--- config.mk ---
export PLATFORM = sky130hd
export DESIGN_NAME = alu_cdb_unit
export DESIGN_NICKNAME = d
export VERILOG_FILES = /design/src/rtl/ooo_pkg.sv /design/src/rtl/alu_cdb_unit_result_fifo.sv /design/src/rtl/alu_cdb_unit.sv
export SDC_FILE = /design/constraint.sdc
export NUM_CORES = 1
export LEC_CHECK = 0
export CELL_PAD_IN_SITES_DETAIL_PLACEMENT = 1
export CELL_PAD_IN_SITES_GLOBAL_PLACEMENT = 1
export CORE_AREA = 2 2 196 198
export CTS_CLUSTER_DIAMETER = 30
export DETAILED_ROUTE_END_ITERATION = 12
export DIE_AREA = 0 0 198 200
export GPL_ROUTABILITY_DRIVEN = 0
export PLACE_DENSITY_LB_ADDON = 0.1
export SETUP_SLACK_MARGIN = 0.15
export SYNTH_ARGS = -nofsm -noshare
export SYNTH_HDL_FRONTEND = slang
export SYNTH_SLANG_ARGS = --single-unit
--- constraint.sdc ---
create_clock -name clock -period 5.9 [get_ports clock]
set_input_delay 0.59 -clock clock [delete_from_list [all_inputs] [get_ports clock]]
set_output_delay 0.59 -clock clock [all_outputs]
set_load 0.005 [all_outputs]
--- src/rtl/ooo_pkg.sv ---
// Shared types for the out-of-order core: ALU opcodes, ROB tag width, CDB packet.
// No logic, so there is no latency.
// No handshakes, so there is no backpressure.
package ooo_pkg;

  localparam int ROB_ADDR_WIDTH = 4;

  typedef enum logic [3:0] {
    ALU_ADD    = 4'd0,
    ALU_SUB    = 4'd1,
    ALU_SLL    = 4'd2,
    ALU_SLT    = 4'd3,
    ALU_SLTU   = 4'd4,
    ALU_XOR    = 4'd5,
    ALU_SRL    = 4'd6,
    ALU_SRA    = 4'd7,
    ALU_OR     = 4'd8,
    ALU_AND    = 4'd9,
    ALU_PASS_B = 4'd10
  } alu_op_e;

  typedef struct packed {
    logic [ROB_ADDR_WIDTH-1:0] tag;
    logic [31:0]               data;
  } cdb_pkt_t;

endpackage

--- src/rtl/alu_cdb_unit_result_fifo.sv ---
// Synchronous FIFO of CDB packets with flush; the head is read combinationally.
// A push shows up at the head on the cycle after the push edge.
// The caller must not push while full unless it also pops; a pop on empty is ignored.
module result_fifo
  import ooo_pkg::*;
#(
  parameter int DEPTH     = 4,
  parameter int CNT_WIDTH = $clog2(DEPTH + 1)
) (
  input  logic                 clock,
  input  logic                 reset,
  input  logic                 flush,
  input  logic                 push,
  input  cdb_pkt_t             push_data,
  input  logic                 pop,
  output cdb_pkt_t             head,
  output logic [CNT_WIDTH-1:0] count
);

  localparam int PTR_WIDTH = (DEPTH > 1) ? $clog2(DEPTH) : 1;

  cdb_pkt_t             mem [DEPTH];
  logic [PTR_WIDTH-1:0] rd_ptr;
  logic [PTR_WIDTH-1:0] wr_ptr;
  logic                 do_push;
  logic                 do_pop;

  // A full queue can still accept a push in the same cycle as a pop.
  assign do_pop  = pop && (count != '0);
  assign do_push = push && ((count != CNT_WIDTH'(DEPTH)) || do_pop);
  assign head    = mem[rd_ptr];

  // Storage write. Entries need no reset because count guards every read.
  always_ff @(posedge clock) begin
    if (!reset && !flush && do_push) begin
      mem[wr_ptr] <= push_data;
    end
  end

  // Pointers wrap naturally because DEPTH is a power of two; count tells full from empty.
  always_ff @(posedge clock) begin
    if (reset || flush) begin
      rd_ptr <= '0;
      wr_ptr <= '0;
      count  <= '0;
    end else begin
      if (do_push) wr_ptr <= wr_ptr + PTR_WIDTH'(1);
      if (do_pop)  rd_ptr <= rd_ptr + PTR_WIDTH'(1);
      case ({do_push, do_pop})
        2'b10:   count <= count + CNT_WIDTH'(1);
        2'b01:   count <= count - CNT_WIDTH'(1);
        default: count <= count;
      endcase
    end
  end

endmodule

--- src/rtl/alu_cdb_unit.sv ---
// Single-ALU execution unit: it registers an issued op, computes in EX, and queues the result for the CDB.
// A result issued in cycle N reaches the CDB in cycle N+2 when the queue is empty.
// issue_ready is credit-based (queue count + EX) and is independent of cdb_grant and issue_valid.
module alu_cdb_unit
  import ooo_pkg::*;
#(
  parameter int FIFO_DEPTH = 4,
  parameter int CNT_WIDTH  = $clog2(FIFO_DEPTH + 1)
) (
  input  logic                      clock,
  input  logic                      reset,
  input  logic                      flush,
  input  logic                      issue_valid,
  input  logic [3:0]                issue_alu_op,
  input  logic [31:0]               issue_src1_value,
  input  logic [31:0]               issue_src2_value,
  input  logic [ROB_ADDR_WIDTH-1:0] issue_dest_tag,
  output logic                      issue_ready,
  output logic                      cdb_valid,
  output logic [ROB_ADDR_WIDTH-1:0] cdb_tag,
  output logic [31:0]               cdb_data,
  input  logic                      cdb_grant,
  output logic [CNT_WIDTH-1:0]      result_count
);

  logic                      ex_valid;
  logic [3:0]                ex_op;
  logic [31:0]               ex_a;
  logic [31:0]               ex_b;
  logic [ROB_ADDR_WIDTH-1:0] ex_tag;
  logic [31:0]               ex_result;
  logic                      accept;
  logic [CNT_WIDTH:0]        occupancy;
  cdb_pkt_t                  head;
  cdb_pkt_t                  last_pkt;

  function automatic logic [31:0] alu_compute(input logic [3:0] op,
                                              input logic [31:0] a,
                                              input logic [31:0] b);
    logic [4:0] sh;
    sh = b[4:0];
    case (op)
      ALU_ADD:    return a + b;
      ALU_SUB:    return a - b;
      ALU_SLL:    return a << sh;
      ALU_SLT:    return {31'b0, ($signed(a) < $signed(b))};
      ALU_SLTU:   return {31'b0, (a < b)};
      ALU_XOR:    return a ^ b;
      ALU_SRL:    return a >> sh;
      ALU_SRA:    return $unsigned($signed(a) >>> sh);
      ALU_OR:     return a | b;
      ALU_AND:    return a & b;
      ALU_PASS_B: return b;
      default:    return 32'd0;
    endcase
  endfunction

  // A credit is the sum of queued results and the op in EX, so every accepted op has a slot.
  assign occupancy   = {1'b0, result_count} + {{CNT_WIDTH{1'b0}}, ex_valid};
  assign issue_ready = occupancy < (CNT_WIDTH + 1)'(FIFO_DEPTH);
  assign accept      = issue_valid && issue_ready && !flush;
  assign ex_result   = alu_compute(ex_op, ex_a, ex_b);

  // EX register captures the accepted op; a flush or reset squashes it.
  always_ff @(posedge clock) begin
    if (reset) begin
      ex_valid <= 1'b0;
      ex_op    <= '0;
      ex_a     <= '0;
      ex_b     <= '0;
      ex_tag   <= '0;
    end else begin
      ex_valid <= accept;
      if (accept) begin
        ex_op  <= issue_alu_op;
        ex_a   <= issue_src1_value;
        ex_b   <= issue_src2_value;
        ex_tag <= issue_dest_tag;
      end
    end
  end

  result_fifo #(
    .DEPTH     (FIFO_DEPTH),
    .CNT_WIDTH (CNT_WIDTH)
  ) u_result_fifo (
    .clock     (clock),
    .reset     (reset),
    .flush     (flush),
    .push      (ex_valid),
    .push_data ('{tag: ex_tag, data: ex_result}),
    .pop       (cdb_valid && cdb_grant),
    .head      (head),
    .count     (result_count)
  );

  // Remember the last presented packet so the CDB fields hold steady while the queue is empty.
  always_ff @(posedge clock) begin
    if (reset) begin
      last_pkt <= '0;
    end else if (cdb_valid) begin
      last_pkt <= head;
    end
  end

  assign cdb_valid = (result_count != '0);
  assign cdb_tag   = cdb_valid ? head.tag  : last_pkt.tag;
  assign cdb_data  = cdb_valid ? head.data : last_pkt.data;

endmodule

Word-level counts from Yosys, hierarchy flattened:

Memories as Yosys holds them, arrays and structs flattened. A register that Yosys moved wholly into a read port is not among the register bits.
Cells that the tools add are included.

* $add $sub $neg: 7
* order comparisons: 3
* equal/unequal tests: 13
* shifts and indexed selects: 3
* muxes and demuxes: 8
* bitwise operators: 3
* reductions and logical operators: 14

Operators by type and width (number)
* case mux 32 bit (11 select lines): 1
* < comparator 32 bit: 2
* adder 32 bit: 1
* bitwise AND 32 bit: 1
* two-way mux 32 bit: 1
* OR 32 bit: 1
* left shift 32 x 5 -> 32 bit: 1
* right shift 32 x 5 -> 32 bit: 1
* >>> shifter 32 x 5 -> 32 bit: 1
* subtractor 32 bit: 1
* bitwise XOR 32 bit: 1
* equality test 4 x 3 -> 1 bit (second input constant): 4
* equality test 4 bit (second input constant): 3
* equality test 4 x 2 -> 1 bit (second input constant): 2
* logical AND 1 bit: 7
* case mux 3 bit (2 select lines): 1
* adder 2 x 1 -> 2 bit (second input constant): 2
* adder 3 x 1 -> 4 bit: 1
* equality test 4 x 1 -> 1 bit (second input constant): 1
* zero test 4 bit: 1
* < comparator 4 x 3 -> 1 bit (second input constant): 1
* two-way mux 2 bit: 2
* two-way mux 4 bit: 1
* adder 3 x 1 -> 3 bit (second input constant): 1
* 9 further kinds: 12

* flip-flop bits (word level): 116
* bits in writable memories: 144
* input bits: 77
* output and inout bits: 41
* word-level logic and storage cells: 62
* memories: 1

Memory list
* u_result_fifo.mem: words 4, width 36, rd ports 1, clocked after Yosys merged registers in 1, write ports 1, RTL line alu_cdb_unit_result_fifo.sv:22 `cdb_pkt_t mem [DEPTH];`

Longest topological paths before layout:

* word-level depth: 8
* gate-level depth with buffers: 15
* depth with buffers taken out: 12

Hierarchy:

From an unflattened synthesis, not the netlist that was laid out.

* cells, all modules: 2014
* area total of the unflattened synthesis: 19002.0 um2

Modules (own cells, without submodules)
* alu_cdb_unit: instances 1, cells each 1766, area an instance 13286.5 um2, sequential area each 2182.1 um2
* result_fifo: instances 1, cells each 248, area an instance 5715.5 um2, sequential area each 4504.3 um2

Least setup slack after synthesis:

OpenSTA, ideal clock, no wires.

* kind: register -> register
* start: register ex_b[2]
* end: memory u_result_fifo.mem[0][31] in the netlist's numbering (data pin)
* setup time: 0.204 ns
* arrival time: 3.665 ns
* required time: 5.696 ns
* path slack: 2.031 ns
* stages on the path, launching flop included: 15
* period minus slack after synthesis: 3.869 ns
* path through: dfxtp_1 -> clkbuf_1 -> inv_2 -> buf_2 -> buf_1 -> buf_2 -> ha_1 -> or3_4 -> o211ai_2 -> nor3b_4 -> o31ai_2 -> a211oi_2 -> o41ai_1 -> or3b_4 -> o311ai_2

* longest elaborated chain between the ends: 2
* elaborated cells between the ends (all ways): 6
* classes of those cells: 2 x add/sub; 3 x shift; 1 x mux

Ends and longest elaborated chain
* from (decl): RTL line alu_cdb_unit.sv:29 `logic [31:0] ex_b;`
* from (signal assigned): RTL line alu_cdb_unit.sv:77 `ex_b <= issue_src2_value;`
* subtractor 32 bit, or another cell as far along: RTL line alu_cdb_unit.sv:44 `ALU_SUB: return a - b;`
* case mux 32 bit (11 select lines) (*): RTL line alu_cdb_unit.sv:42 `case (op)`
* net ex_result[31]: RTL line alu_cdb_unit.sv:31 `logic [31:0] ex_result;`
* to (decl): RTL line alu_cdb_unit_result_fifo.sv:22

The timed path passes the listed nets; every way through them passes the cells marked *.

Worst setup path after layout:

* start: register ex_b[0]
* end: memory u_result_fifo.mem[3][26] in the netlist's numbering (data pin)

Same word-level chain as after synthesis.

==> flow_metrics.py <==
metrics = {
    "synth": {
        "syn_inst": 2073,
        "synth.cell_area_um2": 18800,
        "yosys_register_bits": 262,
        "postSynthAreaPerCell_um2": 9.08,
        "post_synthesis_cell_type_count": 97,
        "synth-warning-count": 0,
        "synth_sequential_area_ratio": 0.355,
        "number_of_nets_in_the_synthesized_netlist": 2254,
        "synth_edf_count": 144,
        "postSynth.topFlopCell": "edfxtp_1",
        "synthArstFlopShare": 0,
    },
    "clock_tree": {
        "clkTransAtPathRegs_ns": 0.06,
        "post-cts-setup-buffer-count": 0,
        "count_of_cells_resized_by_post_cts_repair": 0,
        "cts_tree": "yes",
        "cts.hold.buffers_added": 0,
        "clock_tree.htree_level_count": 2,
        "clk_latency_ns": 0.65,
        "clock_path_buffers": 3,
        "numClockSinks": 262,
        "ctsRootBufferMaster": "clkbuf_16",
        "numCtsBuffers": 58,
    },
    "hold_path": {
        "min-delay-path-class": "primary input to register",
        "timing.hold.worst_path_depth": 2,
        "min_to": "ex_valid$_SDFF_PP0_",
        "worst_hold_startpoint": "reset",
    },
    "floorplan": {
        "floorplan.die_area_um2": 39600,
        "initial_cell_density_of_the_core": 0.503,
        "dieHeight_um": 200,
        "ios": 118,
        "core_area_um2": 37400,
        "die_span_x_um": 198,
        "placementRows": 71,
    },
    "setup_path": {
        "crit-reg2reg-capture": "u_result_fifo.mem[3][26]$_DFFE_PP_",
        "delay_of_the_slowest_cell_on_the_worst_path_ns": 0.90,
        "crit_type": "register to register",
        "worstSetupStartpointType": "register",
        "crit_top_cell": "o2111ai_1",
        "worst_r2r_startpoint": "ex_b[0]$_SDFFE_PP0P_",
        "rr_worst_depth": 12,
        "cp_slowest_cell": "o311ai_1",
        "crit_arrival_ns": 5.13,
        "worst-path-max-fanout": 54,
        "end_kind": "register",
        "worst_path_cell_chain": "ha_1, inv_1, fa_1, nor2b_1, o2111ai_1, nand4_1, nand2_1, o311ai_1, a21boi_0, o2111ai_1, a221oi_1, nor2_1",
        "r2r_slack_ns": 1.14,
        "worstPathRequired_ns": 6.27,
    },
    "cells_and_area": {
        "share_of_post_route_cells_with_drive_strength_above_1": 0.139,
        "num_antenna_cells": 0,
        "layout_common_cells": "nand2_1, a21oi_1, nor2_1, edfxtp_1",
        "fillerInstances": 4152,
        "nNetsFinal": 2307,
        "final_design_utilization": 0.594,
        "area_growth_pct": 18.0,
        "final_common_cell": "nand2_1",
    },
    "global_route": {
        "grt_util_all_layers": 0.401,
        "grt_antenna_before_repair": 1,
        "grt_start_max_net_pins": 83,
        "grt_pass1_vias": 18500,
        "first_pass_grt_wire_length_um": 119000,
        "globalRoute.totalOverflow": 0,
    },
    "route": {
        "drt_wl_total_um": 78700,
        "drt_iter0_markers": 2249,
        "remaining_drc_errors": 0,
        "firstDrtPassIters": 6,
        "vias_per_cell": 6.78,
        "routedWlPerCell_um": 29.3,
        "vias": 18200,
        "postRouteAntennaNets": 0,
    },
    "job": {
        "drv.max_cap_violation_count": 0,
    },
    "sta": {
        "max_freq_mhz": 210,
        "rsz0062_at_grt": "false",
        "period_share": 0.807,
        "timing.final.crit_period_ns": 4.76,
        "hold_slack_ns": 0.449,
        "timing.max_slew.rel_slack": 0.275,
        "setup-violations-final": 0,
        "final.setup.tns_ns": 0,
        "tightest_slew_ns": 1.09,
        "hold_violations": 0,
        "finClkSkew_ns": 0.0708,
        "maxSlewViolCount": 0,
    },
    "pwr": {
        "cellLeakagePower_nw": 7.72,
        "ir_worst_vdd_mv": 0.243,
        "power_per_cell_area_nw_per_um2": 288,
        "p_total_w": 0.00639,
    },
    "run_status": {
        "run_status": "complete, no violations",
    },
    "place": {
        "post_dp_hpwl_um": 54800,
        "io_buffers": 117,
    },
}
[flip-flops by register name, indices dropped and copies added, names as in the netlist, named ones only]
register and cells:
ex_valid 1, u_result_fifo.mem 144, u_result_fifo.count 3, ex_tag 4, ex_a 32, u_result_fifo.rd_ptr 2, ex_op 4, last_pkt 36
ex_b 32, u_result_fifo.wr_ptr 2
[cell families (layout without fill, tap and decap cells)]
family	Yosys count	after routing	share of synthesized area
DFF	262	262	0.355
and+or+nand+nor	644	644	0.159
AOI/OAI and AO/OA	614	614	0.213
xor gates and xnor gates	12	12	0.00558
adders and majority gates	104	104	0.0703
buffers and inverters	260	363	0.0610
muxes	177	177	0.135
[worst max-delay path by stage]
| stage | from | endpoint | slack, ns | depth (start not counted) |
|---|---|---|---|---|
| 2_1_floorplan | ex_b[2]$_SDFFE_PP0P_ | u_result_fifo.mem[0][31]$_DFFE_PP_ | 2.03 | 14 |
| 3_3_place_gp | ex_b[3]$_SDFFE_PP0P_ | u_result_fifo.mem[0][25]$_DFFE_PP_ | 1.63 | 11 |
| 3_5_place_dp | ex_b[0]$_SDFFE_PP0P_ | u_result_fifo.mem[3][26]$_DFFE_PP_ | 1.58 | 12 |
| 4_1_cts | ex_b[0]$_SDFFE_PP0P_ | u_result_fifo.mem[3][26]$_DFFE_PP_ | 1.43 | 12 |
| 5_1_grt | ex_b[0]$_SDFFE_PP0P_ | u_result_fifo.mem[3][26]$_DFFE_PP_ | 1.05 | 12 |
| 6_report | ex_b[0]$_SDFFE_PP0P_ | u_result_fifo.mem[3][26]$_DFFE_PP_ | 1.14 | 12 |
[Yosys cell counts, drive strengths merged (5+ instances only)]
cell type	count	area, um^2
or2	8	50.1
inv	102	383
nand2b	15	101
a211o	9	80.1
clkbuf	94	383
a221oi	32	287
nor3	38	195
nand3	25	125
and3	7	43.8
nor2b	49	307
mux4	56	1260
ha	101	1260
dfxtp	118	2360
xnor2	8	70.1
a21oi	195	976
a21o	12	90.1
a2111oi	5	62.6
a211oi	26	200
a31oi	21	138
o21bai	17	128
nor4	11	75.1
o221ai	18	158
buf	63	369
o311ai	6	60.1
edfxtp	144	4320
nand4	15	93.8
nand2	257	965
a22oi	26	195
o21a	6	45.0
o22ai	23	144
mux2	61	687
o21ai	123	616
nor2	174	668
o2111ai	10	87.6
o31ai	14	110
mux2i	60	601
o211ai	20	155
nor4bb	5	50.1
a221o	11	110
or3	9	66.3
and2	9	56.3
[area by class of cell]
cell class	count	area, um^2	area share
flip-flops and latches	262	6700	0.301
repair buffers	151	1440	0.0647
clock buffers	65	1510	0.0679
clock inverters	45	500	0.0225
multi-input cells	1551	11100	0.497
inverters	102	383	0.0172
well taps	511	639	0.0288
[routing by layer]
| metal | up-vias | GRT usage | routed length, um |
|---|---|---|---|
| li1 | 7796 | - | - |
| met1 | 8922 | 0.498 | 29900 |
| met2 | 1179 | 0.635 | 35700 |
| met3 | 333 | 0.0907 | 7540 |
| met4 | 0 | 0.253 | 5550 |
| met5 | - | 0 | 0 |
[report_power, final]
part | internal (W) | switching (W)
clock | 0.00212 | 0.00116
sequential | 0.00199 | 0.0000695
combinational | 0.000356 | 0.000698
[per-stage QoR]
step	instance area, um^2	cells	worst slack (ns)
2_1_floorplan	18800	2073	2.03
3_3_place_gp	20200	2576	1.63
3_5_place_dp	20200	2576	1.58
4_1_cts	22200	2686	1.43
5_1_grt	22200	2687	1.05
6_report	22200	2687	1.14
[critical path: cells and delay by family (launching register included)]
family / cells / cell delay [ns]
buf+inv: 1 / 0.07
simple gates: 4 / 0.94
compound gates: 5 / 1.95
flops: 1 / 0.76
fa+ha+maj: 2 / 0.74
(Power assumes the default switching activity.)
